**src/rtl/lut_loader_pkg.sv**
```systemverilog
// Shared types for the LUT loader: FSM states and AXI write-response codes.
package lut_loader_pkg;

  typedef enum logic [2:0] {
    ST_IDLE,
    ST_ACCEPT,
    ST_WRITE,
    ST_RESP,
    ST_FINISH
  } state_t;

  localparam logic [1:0] RESP_OKAY   = 2'b00;
  localparam logic [1:0] RESP_SLVERR = 2'b10;
  localparam logic [1:0] RESP_DECERR = 2'b11;

endpackage

```
**src/rtl/lut_loader_axil_writer.sv**
```systemverilog
// One AXI4-Lite single-beat write: AW and W issued together, each dropped on its own
// handshake, then B accepted. All AXI outputs come straight from registers.
module axil_single_writer #(
  parameter int ADDR_WIDTH = 16,
  parameter int DATA_WIDTH = 16
) (
  input  logic                  clk,
  input  logic                  rst,
  input  logic                  i_req,
  input  logic [ADDR_WIDTH-1:0] i_addr,
  input  logic [DATA_WIDTH-1:0] i_data,
  output logic                  o_wdone,
  output logic                  o_ack,
  output logic [1:0]            o_resp,
  output logic [ADDR_WIDTH-1:0] o_awaddr,
  output logic                  o_awvalid,
  input  logic                  i_awready,
  output logic [DATA_WIDTH-1:0] o_wdata,
  output logic                  o_wvalid,
  input  logic                  i_wready,
  input  logic [1:0]            i_bresp,
  input  logic                  i_bvalid,
  output logic                  o_bready
);

  logic                  r_awvalid;
  logic                  r_wvalid;
  logic                  r_bready;
  logic [ADDR_WIDTH-1:0] r_awaddr;
  logic [DATA_WIDTH-1:0] r_wdata;
  logic                  w_aw_hs;
  logic                  w_w_hs;

  assign w_aw_hs = r_awvalid & i_awready;
  assign w_w_hs  = r_wvalid & i_wready;

  // Fires in the cycle the last outstanding of AW/W completes, whichever order they finish in.
  assign o_wdone = (r_awvalid | r_wvalid) & (~r_awvalid | i_awready) & (~r_wvalid | i_wready);
  assign o_ack   = r_bready & i_bvalid;
  assign o_resp  = i_bresp;

  assign o_awaddr  = r_awaddr;
  assign o_awvalid = r_awvalid;
  assign o_wdata   = r_wdata;
  assign o_wvalid  = r_wvalid;
  assign o_bready  = r_bready;

  always_ff @(posedge clk or posedge rst) begin
    if (rst) begin
      r_awvalid <= 1'b0;
      r_wvalid  <= 1'b0;
      r_bready  <= 1'b0;
      r_awaddr  <= '0;
      r_wdata   <= '0;
    end else begin
      if (i_req) begin
        r_awvalid <= 1'b1;
        r_wvalid  <= 1'b1;
        r_awaddr  <= i_addr;
        r_wdata   <= i_data;
      end else begin
        if (w_aw_hs) r_awvalid <= 1'b0;
        if (w_w_hs)  r_wvalid  <= 1'b0;
      end
      if (o_wdone) begin
        r_bready <= 1'b1;
      end else if (o_ack) begin
        r_bready <= 1'b0;
      end
    end
  end

endmodule

```
**src/rtl/lut_loader.sv**
```systemverilog
// Streams 16-bit table entries into consecutive BRAM slots, one AXI4-Lite write per entry.
// Aborts on the first error response; stops after DEPTH entries even without tlast.
module lut_loader
  import lut_loader_pkg::*;
#(
  parameter int                  DATA_WIDTH = 16,
  parameter int                  ADDR_WIDTH = 16,
  parameter int                  DEPTH      = 8192,
  parameter logic [ADDR_WIDTH-1:0] BASE_ADDR = '0,
  localparam int                 CNT_W      = $clog2(DEPTH + 1)
) (
  input  logic                  clk,
  input  logic                  rst,
  input  logic                  start,
  input  logic [DATA_WIDTH-1:0] S_AXIS_tdata,
  input  logic                  S_AXIS_tvalid,
  output logic                  S_AXIS_tready,
  input  logic                  S_AXIS_tlast,
  output logic [ADDR_WIDTH-1:0] BRAM_AXI_awaddr,
  output logic                  BRAM_AXI_awvalid,
  input  logic                  BRAM_AXI_awready,
  output logic [DATA_WIDTH-1:0] BRAM_AXI_wdata,
  output logic                  BRAM_AXI_wvalid,
  input  logic                  BRAM_AXI_wready,
  input  logic [1:0]            BRAM_AXI_bresp,
  input  logic                  BRAM_AXI_bvalid,
  output logic                  BRAM_AXI_bready,
  output logic                  busy,
  output logic                  done,
  output logic                  error,
  output logic [CNT_W-1:0]      count
);

  state_t                r_state;
  logic                  r_tready;
  logic                  r_busy;
  logic                  r_done;
  logic                  r_error;
  logic                  r_last;
  logic [CNT_W-1:0]      r_count;

  logic                  w_beat;
  logic                  w_wdone;
  logic                  w_ack;
  logic [1:0]            w_resp;
  logic [ADDR_WIDTH-1:0] w_addr;

  assign w_beat = r_tready & S_AXIS_tvalid;
  // The count of good writes doubles as the slot index of the next entry.
  assign w_addr = BASE_ADDR + ADDR_WIDTH'({r_count, 1'b0});

  assign S_AXIS_tready = r_tready;
  assign busy          = r_busy;
  assign done          = r_done;
  assign error         = r_error;
  assign count         = r_count;

  axil_single_writer #(
    .ADDR_WIDTH (ADDR_WIDTH),
    .DATA_WIDTH (DATA_WIDTH)
  ) u_writer (
    .clk       (clk),
    .rst       (rst),
    .i_req     (w_beat),
    .i_addr    (w_addr),
    .i_data    (S_AXIS_tdata),
    .o_wdone   (w_wdone),
    .o_ack     (w_ack),
    .o_resp    (w_resp),
    .o_awaddr  (BRAM_AXI_awaddr),
    .o_awvalid (BRAM_AXI_awvalid),
    .i_awready (BRAM_AXI_awready),
    .o_wdata   (BRAM_AXI_wdata),
    .o_wvalid  (BRAM_AXI_wvalid),
    .i_wready  (BRAM_AXI_wready),
    .i_bresp   (BRAM_AXI_bresp),
    .i_bvalid  (BRAM_AXI_bvalid),
    .o_bready  (BRAM_AXI_bready)
  );

  always_ff @(posedge clk or posedge rst) begin
    if (rst) begin
      r_state  <= ST_IDLE;
      r_tready <= 1'b0;
      r_busy   <= 1'b0;
      r_done   <= 1'b0;
      r_error  <= 1'b0;
      r_last   <= 1'b0;
      r_count  <= '0;
    end else begin
      r_done <= 1'b0;
      case (r_state)
        ST_IDLE: begin
          if (start) begin
            r_count  <= '0;
            r_error  <= 1'b0;
            r_busy   <= 1'b1;
            r_tready <= 1'b1;
            r_state  <= ST_ACCEPT;
          end
        end
        ST_ACCEPT: begin
          if (w_beat) begin
            r_tready <= 1'b0;
            r_last   <= S_AXIS_tlast;
            r_state  <= ST_WRITE;
          end
        end
        ST_WRITE: begin
          if (w_wdone) r_state <= ST_RESP;
        end
        ST_RESP: begin
          if (w_ack) begin
            if (w_resp != RESP_OKAY) begin
              r_error <= 1'b1;
              r_busy  <= 1'b0;
              r_done  <= 1'b1;
              r_state <= ST_FINISH;
            end else begin
              r_count <= r_count + 1'b1;
              if (r_last || (r_count == CNT_W'(DEPTH - 1))) begin
                r_busy  <= 1'b0;
                r_done  <= 1'b1;
                r_state <= ST_FINISH;
              end else begin
                r_tready <= 1'b1;
                r_state  <= ST_ACCEPT;
              end
            end
          end
        end
        ST_FINISH: r_state <= ST_IDLE;
        default:   r_state <= ST_IDLE;
      endcase
    end
  end

endmodule

```
**config.mk**
```make
export PLATFORM = sky130hd
export DESIGN_NAME = lut_loader
export DESIGN_NICKNAME = d
export VERILOG_FILES = /design/src/rtl/lut_loader_pkg.sv /design/src/rtl/lut_loader_axil_writer.sv /design/src/rtl/lut_loader.sv
export SDC_FILE = /design/constraint.sdc
export NUM_CORES = 1
export LEC_CHECK = 0
export ABC_CLOCK_PERIOD_IN_PS = 2000
export CAP_MARGIN = 20
export CORE_AREA = 5 5 85 87
export CTS_CLUSTER_DIAMETER = 200
export DETAILED_ROUTE_END_ITERATION = 10
export DIE_AREA = 0 0 90 92
export PLACE_DENSITY = 0.76
export SETUP_SLACK_MARGIN = 0.2
export SLEW_MARGIN = 0
export SYNTH_ARGS = -nofsm -noshare
export SYNTH_HDL_FRONTEND = slang
export SYNTH_HIERARCHICAL = 1
export SYNTH_SLANG_ARGS = --single-unit
```
**constraint.sdc**
```tcl
create_clock -name clk -period 2 [get_ports clk]
set_input_delay 0.3 -clock clk [delete_from_list [all_inputs] [get_ports clk]]
set_output_delay 0.3 -clock clk [all_outputs]
set_load 0.005 [all_outputs]
```
==> results.sh <==
export IMPL_status="completed"
export IMPL_area_growth_pct=41.6
export IMPL_hold_path_class="primary input to asynchronous set/reset pin"
export IMPL_drive_gt1_share_pct=25.1
export IMPL_final_nets=329
export IMPL_grt_start_max_net_pins=35
export IMPL_crit_start="BRAM_AXI_bvalid"
export IMPL_cap_violations=0
export IMPL_crit_type="primary input to register"
export IMPL_holdWs_ps=245
export IMPL_post_dp_hpwl_mm=4.21
export IMPL_wl_per_cell_um=15.7
export IMPL_vias=1999
export IMPL_syn_area_mm2=0.00267
export IMPL_cp_max_fo=14
export IMPL_rsz0062_at_grt="yes"
export IMPL_grtUsageTotal_pct=15.0
export IMPL_ys_ff_latch=57
export IMPL_via_per_inst=5.21
export IMPL_ctsHoldBuffers=0
export IMPL_dr_first_iter_drc_count=72
export IMPL_cp_required_ps=2250
export IMPL_ys_seq_area_share_pct=53.3
export IMPL_drv_slew=0
export IMPL_leakage_nw=1.66
export IMPL_yosys_warnings=6
export IMPL_worstPathArrival_ps=2050
export IMPL_dp_slack_ps=-227
export IMPL_start_util_pct=42.6
export IMPL_ant_nets=0
export IMPL_grt_pass1_wl_mm=10.1
export IMPL_place_congestion=0.758
export IMPL_fin_util_pct=60.3
export IMPL_row_count=29
export IMPL_route_detailed_drc=0
export IMPL_port_buffers=78
export IMPL_max_freq_ghz=0.554
export IMPL_fp_dieH_um=92
export IMPL_avgSynthCellArea_um2=13.0
export IMPL_worstSetupEndpointType="register"
export IMPL_dr_pass1_iters=6
export IMPL_antennaDiodeCount=0
export IMPL_grt_pass1_vias=2025
export IMPL_r2r_end="count[3]$_DFFE_PP0P_"
export IMPL_fill_cells=496
export IMPL_r2r_slack_ps=240
export IMPL_clk_pin_slew_worst_paths_ps=70
export IMPL_crit_path_start_kind="primary input"
export IMPL_numCtsBuffers=9
export IMPL_finalPower_mw=4.33
export IMPL_syn_inst=206
export IMPL_period_minus_slack_ps=1810
export IMPL_clock_latency_ps=330
export IMPL_synth_cell_types=42
export IMPL_ir_drop_mv=0.650
export IMPL_die_x_um=90
export IMPL_finalCritPeriodShare_pct=90.3
export IMPL_final_hold_viol_count=0
export IMPL_htreeDepth=3
export IMPL_setup_viol=0
export IMPL_reg2regPathDepth=5
export IMPL_cts_root_buf="clkbuf_8"
export IMPL_die_area_mm2=0.00828
export IMPL_routed_wl_mm=6.02
export IMPL_core_mm2=0.00628
export IMPL_cts_sinks=57
export IMPL_timing_final_ws_setup_ps=195
export IMPL_num_io_pins=79
export IMPL_cts_tree="built"
export IMPL_finClkSkew_ps=7.76
export IMPL_clockBufferDepth=2
export IMPL_antenna_found_initial=0
export IMPL_power_density_mw_per_mm2=1140
export IMPL_rr_startpoint="r_state[2]$_DFFE_PP0P_"
export IMPL_grt_overflow_total=0
-- cell families (layout without fill, tap and decap cells) --
| family | count (synthesis) | in the layout | share of synthesized area (%) |
|---|---|---|---|
| xor gates and xnor gates | 1 | 1 | 0.328 |
| buffers and inverters | 17 | 117 | 5.38 |
| adders and majority gates | 1 | 1 | 0.468 |
| and+or+nand+nor | 60 | 60 | 13.4 |
| muxes | 35 | 35 | 18.6 |
| DFF | 57 | 57 | 53.3 |
| other | 1 | 2 | 0.140 |
| AOI/OAI and AO/OA | 34 | 34 | 8.33 |
-- Yosys cell counts (all sizes together) --
| library cell | instances | share of area [%] |
|---|---|---|
| o32ai | 1 | 0.33 |
| nor3 | 1 | 0.19 |
| mux2 | 33 | 18 |
| and4b | 1 | 0.37 |
| nand3 | 6 | 1.1 |
| or3 | 3 | 0.70 |
| a211o | 1 | 0.33 |
| or4 | 7 | 2.0 |
| nand2 | 10 | 1.4 |
| a21oi | 13 | 2.4 |
| nand4b | 1 | 0.33 |
| inv | 6 | 0.84 |
| o211ai | 1 | 0.28 |
| or4b | 1 | 0.37 |
| nor4b | 1 | 0.89 |
| and4 | 1 | 0.33 |
| ha | 1 | 0.47 |
| nor2b | 2 | 0.47 |
| conb | 1 | 0.14 |
| nand3b | 2 | 0.56 |
| nand4 | 1 | 0.23 |
| and2 | 4 | 0.94 |
| dfrtp | 57 | 53 |
| o221ai | 2 | 0.66 |
| o21ai | 4 | 0.75 |
| nand2b | 1 | 0.23 |
| o22ai | 2 | 0.70 |
| buf | 9 | 4.3 |
| clkbuf | 2 | 0.28 |
| o31a | 1 | 0.33 |
| and3 | 4 | 0.94 |
| xor2 | 1 | 0.33 |
| o31ai | 9 | 2.5 |
| mux2i | 2 | 0.75 |
| nor2 | 10 | 1.4 |
| nor3b | 1 | 0.28 |
| or2 | 3 | 0.70 |
-- timing repair --
| item | in CTS | in global routing |
|---|---|---|
| pin swaps | 2 | 2 |
| resized for setup | 2 | 5 |
| buffers inserted | 3 | 1 |
| endpoints found under the setup margin | 10 | 12 |
-- per-layer routing --
layer / routed length [um] / vias to the layer above / GRT usage [%]
met2: 2910 / 63 / 23.8
met5: 0 / - / 0
met3: 333 / 6 / 3.76
met1: 2720 / 994 / 19.4
li1: - / 936 / -
met4: 61 / 0 / 6.70
-- power breakdown --
group	internal [mW]	switching (mW)	leakage (nW)	total, mW
logic	1.09	0.643	0.840	1.73
registers	1.46	0.209	0.729	1.67
clock network	0.511	0.419	0.0932	0.930
total	3.06	1.27	1.66	4.33
-- how the worst max path moves through the flow --
stage | endpoint | slack, ps
finish | count[3]$_DFFE_PP0P_ | 190
global route | count[4]$_DFFE_PP0P_ | 140
CTS | count[3]$_DFFE_PP0P_ | 210
detailed placement | count[3]$_DFFE_PP0P_ | -230
global placement | count[4]$_DFFE_PP0P_ | -190
floorplan | count[8]$_DFFE_PP0P_ | 210
-- placed cells by master (no fill, tap or decap), types with 6 or more instances in the layout --
master and instances:
o31ai_1 9, mux2_4 28, clkdlybuf4s50_1 78, clkbuf_8 11
dfrtp_1 56, or4_1 7, buf_4 15, nor2_1 10
a21oi_1 12, inv_1 6, nand2_1 10
-- registers in the layout (all words and copies together) (netlist names) --
| signal | count |
|---|---|
| done | 1 |
| error | 1 |
| S_AXIS_tready | 1 |
| u_writer/o_wvalid | 1 |
| u_writer/o_wdata | 16 |
| u_writer/o_awvalid | 1 |
| count | 14 |
| busy | 1 |
| u_writer/o_awaddr | 16 |
| u_writer/o_bready | 1 |
| r_last | 1 |
| r_state | 3 |
-- cell type report --
type	instances	area, um^2	area share (%)
Sequential cell	57	1430	37.7
Tap cell	77	96.3	2.54
Inverter	6	22.5	0.595
Timing Repair Buffer	95	933	24.6
Multi-Input combinational cell	133	1130	29.9
Clock inverter	3	15.0	0.396
Clock buffer	13	159	4.20
-- worst max-delay path, stage by stage --
cell	delay (ps)
clkdlybuf4s50_1	490
and2_4	160
and4b_2	260
o22ai_4	140
buf_4	190
or3_1	340
a21oi_1	160
-- stage by stage --
stage | area [um^2] | instances | TNS [ps]
floorplan | 2680 | 207 | 0
global placement | 3560 | 364 | -1680
detailed placement | 3560 | 364 | -1960
CTS | 3760 | 383 | 0
global route | 3790 | 384 | 0
finish | 3790 | 384 | 0
(Power assumes the default switching activity.)
